<file path="src/rtl/audio_recorder.sv">
// Segment audio recorder: decimates the ADC stream to one 6-bit sample every
// DIV+1 clocks and writes it into a selected address window of the audio RAM.
module audio_recorder #(
    parameter int unsigned DIV        = 2000,
    parameter int unsigned SEG0_START = 0,
    parameter int unsigned SEG0_END   = 27100,
    parameter int unsigned SEG1_START = 27101,
    parameter int unsigned SEG1_END   = 43830,
    parameter int unsigned SEG2_START = 43831,
    parameter int unsigned SEG2_END   = 54300
) (
    input  logic        CLOCK_50,
    input  logic [0:0]  KEY,
    input  logic [5:3]  SW,
    input  logic        rec_start,
    input  logic        audio_in_available,
    input  logic [31:0] left_channel_audio_in,
    output logic        read_audio_in,
    output logic [15:0] ram_address,
    output logic [5:0]  ram_data,
    output logic        ram_wren,
    output logic        busy,
    output logic        done,
    output logic        underrun
);
    localparam logic [15:0] DIV16 = 16'(DIV);
    localparam logic [15:0] S0S   = 16'(SEG0_START);
    localparam logic [15:0] S0E   = 16'(SEG0_END);
    localparam logic [15:0] S1S   = 16'(SEG1_START);
    localparam logic [15:0] S1E   = 16'(SEG1_END);
    localparam logic [15:0] S2S   = 16'(SEG2_START);
    localparam logic [15:0] S2E   = 16'(SEG2_END);

    typedef enum logic [1:0] {IDLE, RECORD, FINISH} state_t;
    state_t state, state_next;

    logic [15:0] cyc, cyc_next, start_addr, start_next, end_addr, end_next, addr_next;
    logic [15:0] sel_start, sel_end;
    logic [5:0]  sample_reg, sample_next, data_next;
    logic        sel_valid, tick, tick_next, fresh, fresh_next;
    logic        wren_next, busy_next, done_next, underrun_next;
    logic        unused_bits;

    assign read_audio_in = audio_in_available;
    assign unused_bits   = ^left_channel_audio_in[25:0];

    always_comb begin
        sel_valid = 1'b1;
        sel_start = '0;
        sel_end   = '0;
        if (SW[5]) begin
            sel_start = S0S;
            sel_end   = S0E;
        end else if (SW[4]) begin
            sel_start = S1S;
            sel_end   = S1E;
        end else if (SW[3]) begin
            sel_start = S2S;
            sel_end   = S2E;
        end else begin
            sel_valid = 1'b0;
        end
    end

    always_ff @(posedge CLOCK_50) begin
        if (!KEY[0]) begin
            state       <= IDLE;
            cyc         <= '0;
            tick        <= 1'b0;
            fresh       <= 1'b0;
            sample_reg  <= '0;
            start_addr  <= '0;
            end_addr    <= '0;
            ram_address <= '0;
            ram_data    <= '0;
            ram_wren    <= 1'b0;
            busy        <= 1'b0;
            done        <= 1'b0;
            underrun    <= 1'b0;
        end else begin
            state       <= state_next;
            cyc         <= cyc_next;
            tick        <= tick_next;
            fresh       <= fresh_next;
            sample_reg  <= sample_next;
            start_addr  <= start_next;
            end_addr    <= end_next;
            ram_address <= addr_next;
            ram_data    <= data_next;
            ram_wren    <= wren_next;
            busy        <= busy_next;
            done        <= done_next;
            underrun    <= underrun_next;
        end
    end

    always_comb begin
        state_next = state;
        case (state)
            IDLE:    if (rec_start && sel_valid) state_next = RECORD;
            RECORD:  if (ram_wren && ram_address == end_addr) state_next = FINISH;
            FINISH:  state_next = IDLE;
            default: state_next = IDLE;
        endcase
    end

    // tick marks the interval boundary; the RAM write is issued one edge later
    always_comb begin
        cyc_next      = cyc;
        tick_next     = 1'b0;
        fresh_next    = fresh;
        sample_next   = sample_reg;
        start_next    = start_addr;
        end_next      = end_addr;
        addr_next     = ram_address;
        data_next     = ram_data;
        wren_next     = 1'b0;
        underrun_next = underrun;
        busy_next     = (state_next == RECORD);
        done_next     = (state_next == FINISH);
        case (state)
            IDLE: begin
                if (state_next == RECORD) begin
                    start_next    = sel_start;
                    end_next      = sel_end;
                    addr_next     = sel_start;
                    cyc_next      = '0;
                    underrun_next = 1'b0;
                end
            end
            RECORD: begin
                if (cyc == DIV16) begin
                    cyc_next  = '0;
                    tick_next = 1'b1;
                end else begin
                    cyc_next = cyc + 16'd1;
                end
                if (tick) begin
                    wren_next  = 1'b1;
                    data_next  = sample_reg;
                    fresh_next = 1'b0;
                    if (!fresh) underrun_next = 1'b1;
                end
                if (ram_wren && ram_address != end_addr) addr_next = ram_address + 16'd1;
            end
            default: ;
        endcase
        // a new sample on the write cycle counts as fresh for the next write
        if (audio_in_available) begin
            sample_next = left_channel_audio_in[31:26];
            fresh_next  = 1'b1;
        end
    end
endmodule
</file>
<file path="config.mk">
export PLATFORM = sky130hd
export DESIGN_NAME = audio_recorder
export DESIGN_NICKNAME = d
export VERILOG_FILES = /design/src/rtl/audio_recorder.sv
export SDC_FILE = /design/constraint.sdc
export NUM_CORES = 1
export LEC_CHECK = 0
export BUFFER_PORTS_ARGS = -buffer_cell sky130_fd_sc_hd__buf_2
export CORE_UTILIZATION = 30
export DETAILED_ROUTE_END_ITERATION = 7
export HOLD_SLACK_MARGIN = 0.1
export PLACE_DENSITY = 0.54
export SYNTH_ARGS = -nofsm -noshare
export SYNTH_HDL_FRONTEND = slang
export SYNTH_SLANG_ARGS = --single-unit
</file>
<file path="constraint.sdc">
create_clock -name CLOCK_50 -period 3.8 [get_ports CLOCK_50]
set_input_delay 0.38 -clock CLOCK_50 [delete_from_list [all_inputs] [get_ports CLOCK_50]]
set_output_delay 0.38 -clock CLOCK_50 [all_outputs]
set_load 0.02 [all_outputs]
</file>
==> flow_metrics.py, run 1 <==
metrics = {
    "worst_setup_path": {
        "reg2reg_from": "ram_address[1]",
        "r2r-end": "ram_address[1]",
        "crit_arrival_ns": 2.31,
        "max_stage_delay_ns": 0.56,
        "path_buf_inv": 0,
        "critical-path-slowest-cell": "or4_4",
        "worstPathRequired_ns": 3.98,
        "cp-startpoint": "ram_address[1]",
        "critPathLaunchType": "flip-flop",
        "cp_max_fo": 14,
        "regToRegSetupSlack_ns": 1.67,
        "r2r_cells": 6,
        "crit_path_cell_trace": "or4_4 -> a22oi_2 -> and4_4 -> o21ai_2 -> nor2_1 -> a311oi_2",
        "crit_type": "flip-flop to flip-flop",
        "critical-path-top-delay-family": "simple AND/OR/NAND/NOR gates",
        "end_kind": "flip-flop",
    },
    "clock_network": {
        "cts_setup_buffers": 0,
        "cts_resized": 0,
        "cts.sinks": 59,
        "clock-root-buffer": "clkbuf_8",
        "cts_hold_buf": 0,
        "numCtsBuffers": 9,
        "ctsHtreeMaxLevel": 3,
        "cts_tree": "done",
        "clk_latency_ns": 0.34,
        "clkTransAtPathRegs_ns": 0.07,
        "clk_path_buf_depth": 2,
    },
    "logic_synthesis": {
        "syn_avg_cell_area_um2": 8.16,
        "async_reset_ff_share_pct": 0,
        "synthCells": 346,
        "synth_ff_type": "dfxtp_1",
        "ys_top_cells_by_area": "dfxtp_1, nor2_1, nand2_1, nand3_1, xor2_1",
        "synth-seq-cells": 59,
        "syn-num-nets": 388,
        "yosysUniqueCellTypes": 52,
        "yosys_warnings": 0,
        "yosysTopAreaCell": "dfxtp_1",
        "yosysTopAreaCellShare_pct": 41.8,
        "synth-seq-area-share_pct": 41.8,
        "synth_edf_count": 0,
        "syn-cell-area_mm2": 0.00282,
        "yosys-top-cells-count": "dfxtp_1, nor2_1, nand2_1, nand3_1, a21oi_1",
        "yosysMostFrequentCell": "dfxtp_1",
    },
    "min_path": {
        "whs_path_depth": 3,
        "hp-class": "input port to flip-flop",
        "holdPathEnd": "sample_reg[4]",
        "hp-start": "left_channel_audio_in[30]",
    },
    "timing": {
        "slew_violations": 0,
        "period_share_pct": 56.0,
        "slew_headroom_pct": 52.9,
        "rsz0062_at_grt": "no",
        "fin_skew_ns": 0.0101,
        "fin_tns_setup_ns": 0,
        "period_minus_slack_ns": 2.13,
        "tightest_slew_ns": 0.703,
        "setup_viol": 0,
        "fmax_ghz": 0.470,
        "hold_viol": 0,
    },
    "placement": {
        "gp_congestion": 0.865,
        "dpl_cell_area_mm2": 0.00310,
        "dp_hpwl_um": 5200,
        "port_buffers": 39,
    },
    "power_and_ir_drop": {
        "peakVddDrop_mv": 0.217,
        "power_mw": 1.54,
        "power_density_mw_per_mm2": 460,
        "p_leak_nw": 1.33,
    },
    "layout": {
        "drive_gt1_share_pct": 17.3,
        "syn2layout_area_growth_pct": 18.3,
        "final_area_mm2": 0.00334,
        "top_regs": "cyc x16, ram_address x16, end_addr x7",
        "num-fill-cells": 991,
        "finish.utilization_pct": 36.3,
        "antenna_cells": 0,
        "nets": 424,
    },
    "route": {
        "wl_per_cell_um": 15.4,
        "wl_um": 7670,
        "vias": 2662,
        "drc": 0,
        "drtIter0Drc": 99,
        "drt.antenna.violating_nets": 0,
        "first_pass_iters": 4,
        "vias_per_cell": 5.35,
    },
    "floorplanning": {
        "start_util_pct": 30.7,
        "die_area_mm2": 0.00980,
        "die_w_um": 99.0,
        "num_rows": 35,
        "die_h_um": 99.0,
        "io_pins": 66,
        "coreArea_mm2": 0.00920,
    },
    "grt": {
        "antenna_found_initial": 0,
        "grt_pass1_vias": 2542,
        "grt_first_pass_wirelength_um": 12700,
        "track_usage_pct": 16.6,
        "grt_max_degree": 37,
        "grt.overflow.total": 0,
    },
    "run_status": {
        "status": "finished, final reports clean",
    },
    "run": {
        "drv_cap": 0,
    },
}
## per-layer routing
metal,global-route usage (%),vias up,wire [um]
met5,0,-,0
met3,5.53,10,386
li1,-,1320,-
met2,26.8,64,3530
met1,21.0,1268,3620
met4,4.71,0,133
## how the worst max path moves through the flow
stage | endpoint | slack [ns] | cells past startpoint
finish | ram_address[1] | 1.67 | 6
floorplan | ram_address[9] | 1.88 | 7
global route | cyc[13] | 1.46 | 6
detailed placement | ram_address[13] | 1.60 | 6
CTS | ram_address[13] | 1.68 | 6
global placement | ram_address[13] | 1.62 | 6
## layout make-up
type                    count  area (um^2)  share of cell area [%]
clock inverters             5          100                    3.00
flip-flops and latches     59         1180                    35.3
well taps                 111          139                    4.16
inverters                   9         33.8                    1.01
multi-input cells         260         1520                    45.5
repair buffers             43          225                    6.74
clock buffers              11          141                    4.23
## layout by cell type (no fill, tap or decap), drive strengths merged, types with 3 or more instances in the layout
| cell | count |
|---|---|
| a21oi | 25 |
| a22oi | 4 |
| a31oi | 4 |
| and3 | 6 |
| and4 | 5 |
| buf | 43 |
| bufinv | 3 |
| clkbuf | 11 |
| clkinv | 3 |
| dfxtp | 59 |
| ha | 3 |
| inv | 8 |
| mux2i | 6 |
| nand2 | 39 |
| nand3 | 27 |
| nand4 | 15 |
| nor2 | 41 |
| nor3 | 4 |
| o21ai | 23 |
| o31ai | 6 |
| o41ai | 3 |
| or3 | 9 |
| or4 | 3 |
| xor2 | 14 |
## worst min-delay path, stage by stage
cell     delay, ns
buf_2         0.07
mux2i_1       0.05
nor2_1        0.07
## kinds of logic (layout without fill, tap and decap cells)
group	Yosys count	count (layout)	synth area share, %
DFF	59	59	41.8
muxes	6	6	2.13
xor gates and xnor gates	14	14	4.34
AOI/OAI and AO/OA	76	76	17.2
and+or+nand+nor	161	161	28.8
adders and majority gates	3	3	1.33
buffers and inverters	27	68	4.30
## stage by stage
stage          std cells  hold WS [ns]  worst slack, ns
2_1_floorplan        346         0.443             1.88
3_3_place_gp         482         0.439             1.62
3_5_place_dp         482         0.446             1.60
4_1_cts              498         0.258             1.68
5_1_grt              498         0.285             1.46
6_report             498         0.273             1.67
## where the power goes
part / internal [mW] / switching, mW / total (mW)
Sequential: 0.639 / 0.0250 / 0.664
Clock: 0.452 / 0.257 / 0.709
Combinational: 0.0593 / 0.107 / 0.166
Total: 1.15 / 0.389 / 1.54
Note: power is estimated with default switching activity, not from simulation.
==> run 2, diff against run 1 <==
--- a/config.mk
+++ b/config.mk
@@ -5,11 +5,12 @@
 export SDC_FILE = /design/constraint.sdc
 export NUM_CORES = 1
 export LEC_CHECK = 0
+export ABC_AREA = 1
 export BUFFER_PORTS_ARGS = -buffer_cell sky130_fd_sc_hd__buf_2
 export CORE_UTILIZATION = 30
 export DETAILED_ROUTE_END_ITERATION = 7
 export HOLD_SLACK_MARGIN = 0.1
-export PLACE_DENSITY = 0.54
+export PLACE_DENSITY = 0.55
 export SYNTH_ARGS = -nofsm -noshare
 export SYNTH_HDL_FRONTEND = slang
 export SYNTH_SLANG_ARGS = --single-unit
==> constraint.sdc (replaced) <==
create_clock -name CLOCK_50 -period 1.9 [get_ports CLOCK_50]
set_input_delay 0.19 -clock CLOCK_50 [delete_from_list [all_inputs] [get_ports CLOCK_50]]
set_output_delay 0.19 -clock CLOCK_50 [all_outputs]
set_load 0.02 [all_outputs]
==> flow_metrics.py, run 2 <==
metrics = {
    "run_status": {
        "status": "finished, final reports clean",
    },
    "grt": {
        "grt_first_pass_wirelength_um": 13600,
        "antenna_found_initial": 0,
        "grt_pass1_vias": 2766,
        "grt_max_degree": 34,
        "grt.overflow.total": 0,
        "track_usage_pct": 15.8,
    },
    "placement": {
        "gp_congestion": 0.859,
        "port_buffers": 39,
        "dp_hpwl_um": 5930,
        "dp.cells": 641,
    },
    "logic_synthesis": {
        "syn-cell-area_mm2": 0.00310,
        "yosysTopAreaCellShare_pct": 38.0,
        "yosysTopAreaCell": "dfxtp_1",
        "synthCells": 470,
        "ys_top_cells_by_area": "dfxtp_1, nand2_1, nor2_1, a21oi_1, nand3_1",
        "yosysMostFrequentCell": "nand2_1",
        "yosysUniqueCellTypes": 36,
        "syn-num-nets": 512,
        "yosys_warnings": 0,
        "synth_ff_type": "dfxtp_1",
        "synth-seq-cells": 59,
        "synth_edf_count": 0,
        "synth-seq-area-share_pct": 38.0,
        "syn_avg_cell_area_um2": 6.60,
        "async_reset_ff_share_pct": 0,
        "yosys-top-cells-count": "nand2_1, nor2_1, dfxtp_1, a21oi_1, inv_1",
    },
    "floorplanning": {
        "die_w_um": 104,
        "num_rows": 36,
        "io_pins": 66,
        "die_area_mm2": 0.0108,
        "die_h_um": 104,
        "coreArea_mm2": 0.00991,
        "start_util_pct": 31.3,
    },
    "route": {
        "vias": 3150,
        "wl_um": 8220,
        "drt.antenna.violating_nets": 0,
        "wl_met1_um": 3880,
        "drtIter0Drc": 121,
        "first_pass_iters": 6,
        "wl_met3_um": 477,
        "met2_length_um": 3810,
        "wl_per_cell_um": 12.4,
        "vias_per_cell": 4.74,
        "top_layer": "met4",
        "drc": 0,
    },
    "worst_setup_path": {
        "path_buf_inv": 0,
        "critical-path-slowest-cell": "dfxtp_1",
        "cp_max_fo": 4,
        "end_kind": "flip-flop",
        "crit_arrival_ns": 1.94,
        "critPathLaunchType": "flip-flop",
        "critical-path-top-delay-family": "simple AND/OR/NAND/NOR gates",
        "crit_path_cell_trace": "ha_1 -> nand2_2 -> nor3_4 -> nand2_1 -> nor2_1 -> nand2_1 -> nor2_1 -> xor2_1 -> nor2_1",
        "worstPathRequired_ns": 2.13,
        "max_stage_delay_ns": 0.36,
        "crit_type": "flip-flop to flip-flop",
        "crit_path_frequent_cell": "nor2_1",
    },
    "clock_network": {
        "clk_latency_ns": 0.34,
        "cts.sinks": 59,
        "clk_path_buf_depth": 2,
        "cts_tree": "done",
        "clkTransAtPathRegs_ns": 0.08,
        "ctsHtreeMaxLevel": 3,
        "numCtsBuffers": 9,
        "clock-root-buffer": "clkbuf_8",
    },
    "layout": {
        "drive_gt1_share_pct": 15.8,
        "num-fill-cells": 1084,
        "finalNonFillerCells": 664,
        "syn2layout_area_growth_pct": 21.5,
        "top_regs": "cyc x16, ram_address x16, end_addr x7",
        "antenna_cells": 0,
        "layout_commonest_cell": "nand2_1",
        "finish.utilization_pct": 38.1,
        "final_cell_mix": "nand2_1, nor2_1, dfxtp_1",
        "nets": 568,
    },
    "run": {
        "drv_cap": 0,
    },
    "timing": {
        "tightest_slew_ns": 0.640,
        "rsz0062_at_grt": "no",
        "setup_viol": 0,
        "fmax_ghz": 0.587,
        "slew_headroom_pct": 57.1,
        "period_share_pct": 89.6,
        "hold_viol": 0,
        "period_minus_slack_ns": 1.70,
        "slew_violations": 0,
        "fin_tns_setup_ns": 0,
        "fin_skew_ns": 0.0104,
    },
    "min_path": {
        "hp-class": "input port to flip-flop",
    },
    "power_and_ir_drop": {
        "power_density_mw_per_mm2": 764,
        "peakVddDrop_mv": 0.306,
        "p_leak_nw": 1.50,
    },
}
-- run 2: cells by family after synthesis --
| family | Yosys count | share of synthesized area [%] |
|---|---|---|
| simple gates | 258 | 35.6 |
| compound gates | 80 | 14.0 |
| buf+inv | 62 | 8.87 |
| flops | 59 | 38.0 |
| xor+xnor | 8 | 2.26 |
| fa+ha+maj | 3 | 1.21 |
-- run 2: stage by stage --
stage                     power (mW)  hold slack (ns)  cell area [um^2]  setup WS [ns]
after global placement          1.70            0.414              3490          0.213
final                           2.88            0.151              3770          0.197
after CTS                       2.93            0.129              3750          0.168
after detailed placement        1.70            0.418              3490          0.184
after floorplan                 1.58            0.325              3100          0.269
after global routing            3.04            0.156              3770        0.00379
-- run 2: power by group --
group	internal, mW	switching (mW)
logic	0.123	0.240
clock network	0.628	0.574
registers	1.28	0.0390
-- run 2: final timing paths --
| check | cells after the start | from | slack, ns | to |
|---|---|---|---|---|
| min | 3 | SW[5] | 0.15 | end_addr[7] |
| max | 9 | cyc[0] | 0.20 | cyc[12] |
| max reg2reg | 9 | cyc[0] | 0.20 | cyc[12] |
| min reg2reg | 2 | ram_data[0] | 0.46 | ram_data[0] |
-- run 2: cell type report --
| cell class | instances | area [um^2] | area share, % |
|---|---|---|---|
| timing repair buffer | 61 | 388 | 10.3 |
| clock buffer | 9 | 124 | 3.28 |
| multi-input combinational | 349 | 1660 | 43.9 |
| inverter | 46 | 173 | 4.58 |
| tap | 133 | 166 | 4.41 |
| sequential | 59 | 1180 | 31.4 |
| clock inverter | 7 | 81.3 | 2.16 |
-- run 2: per-layer routing --
layer  vias to the layer above  GRT usage (%)
li1                       1642              -
met3                         4           4.34
met4                         0           4.59
met2                        81           25.6
met5                         -              0
met1                      1423           20.4
-- run 2: what timing repair did --
action	CTS	global route
setup buffers	0	1
endpoints found under the hold margin	6	0
hold buffers	6	0
gates resized for setup	0	4
endpoints found under the setup margin	0	6
-- run 2: tightest hold or removal path, delay by kind of cell --
kind	cells	cell delay [ns]
buffers and inverters	1	0.12
and+or+nand+nor	1	0.08
AOI/OAI and AO/OA	1	0.06
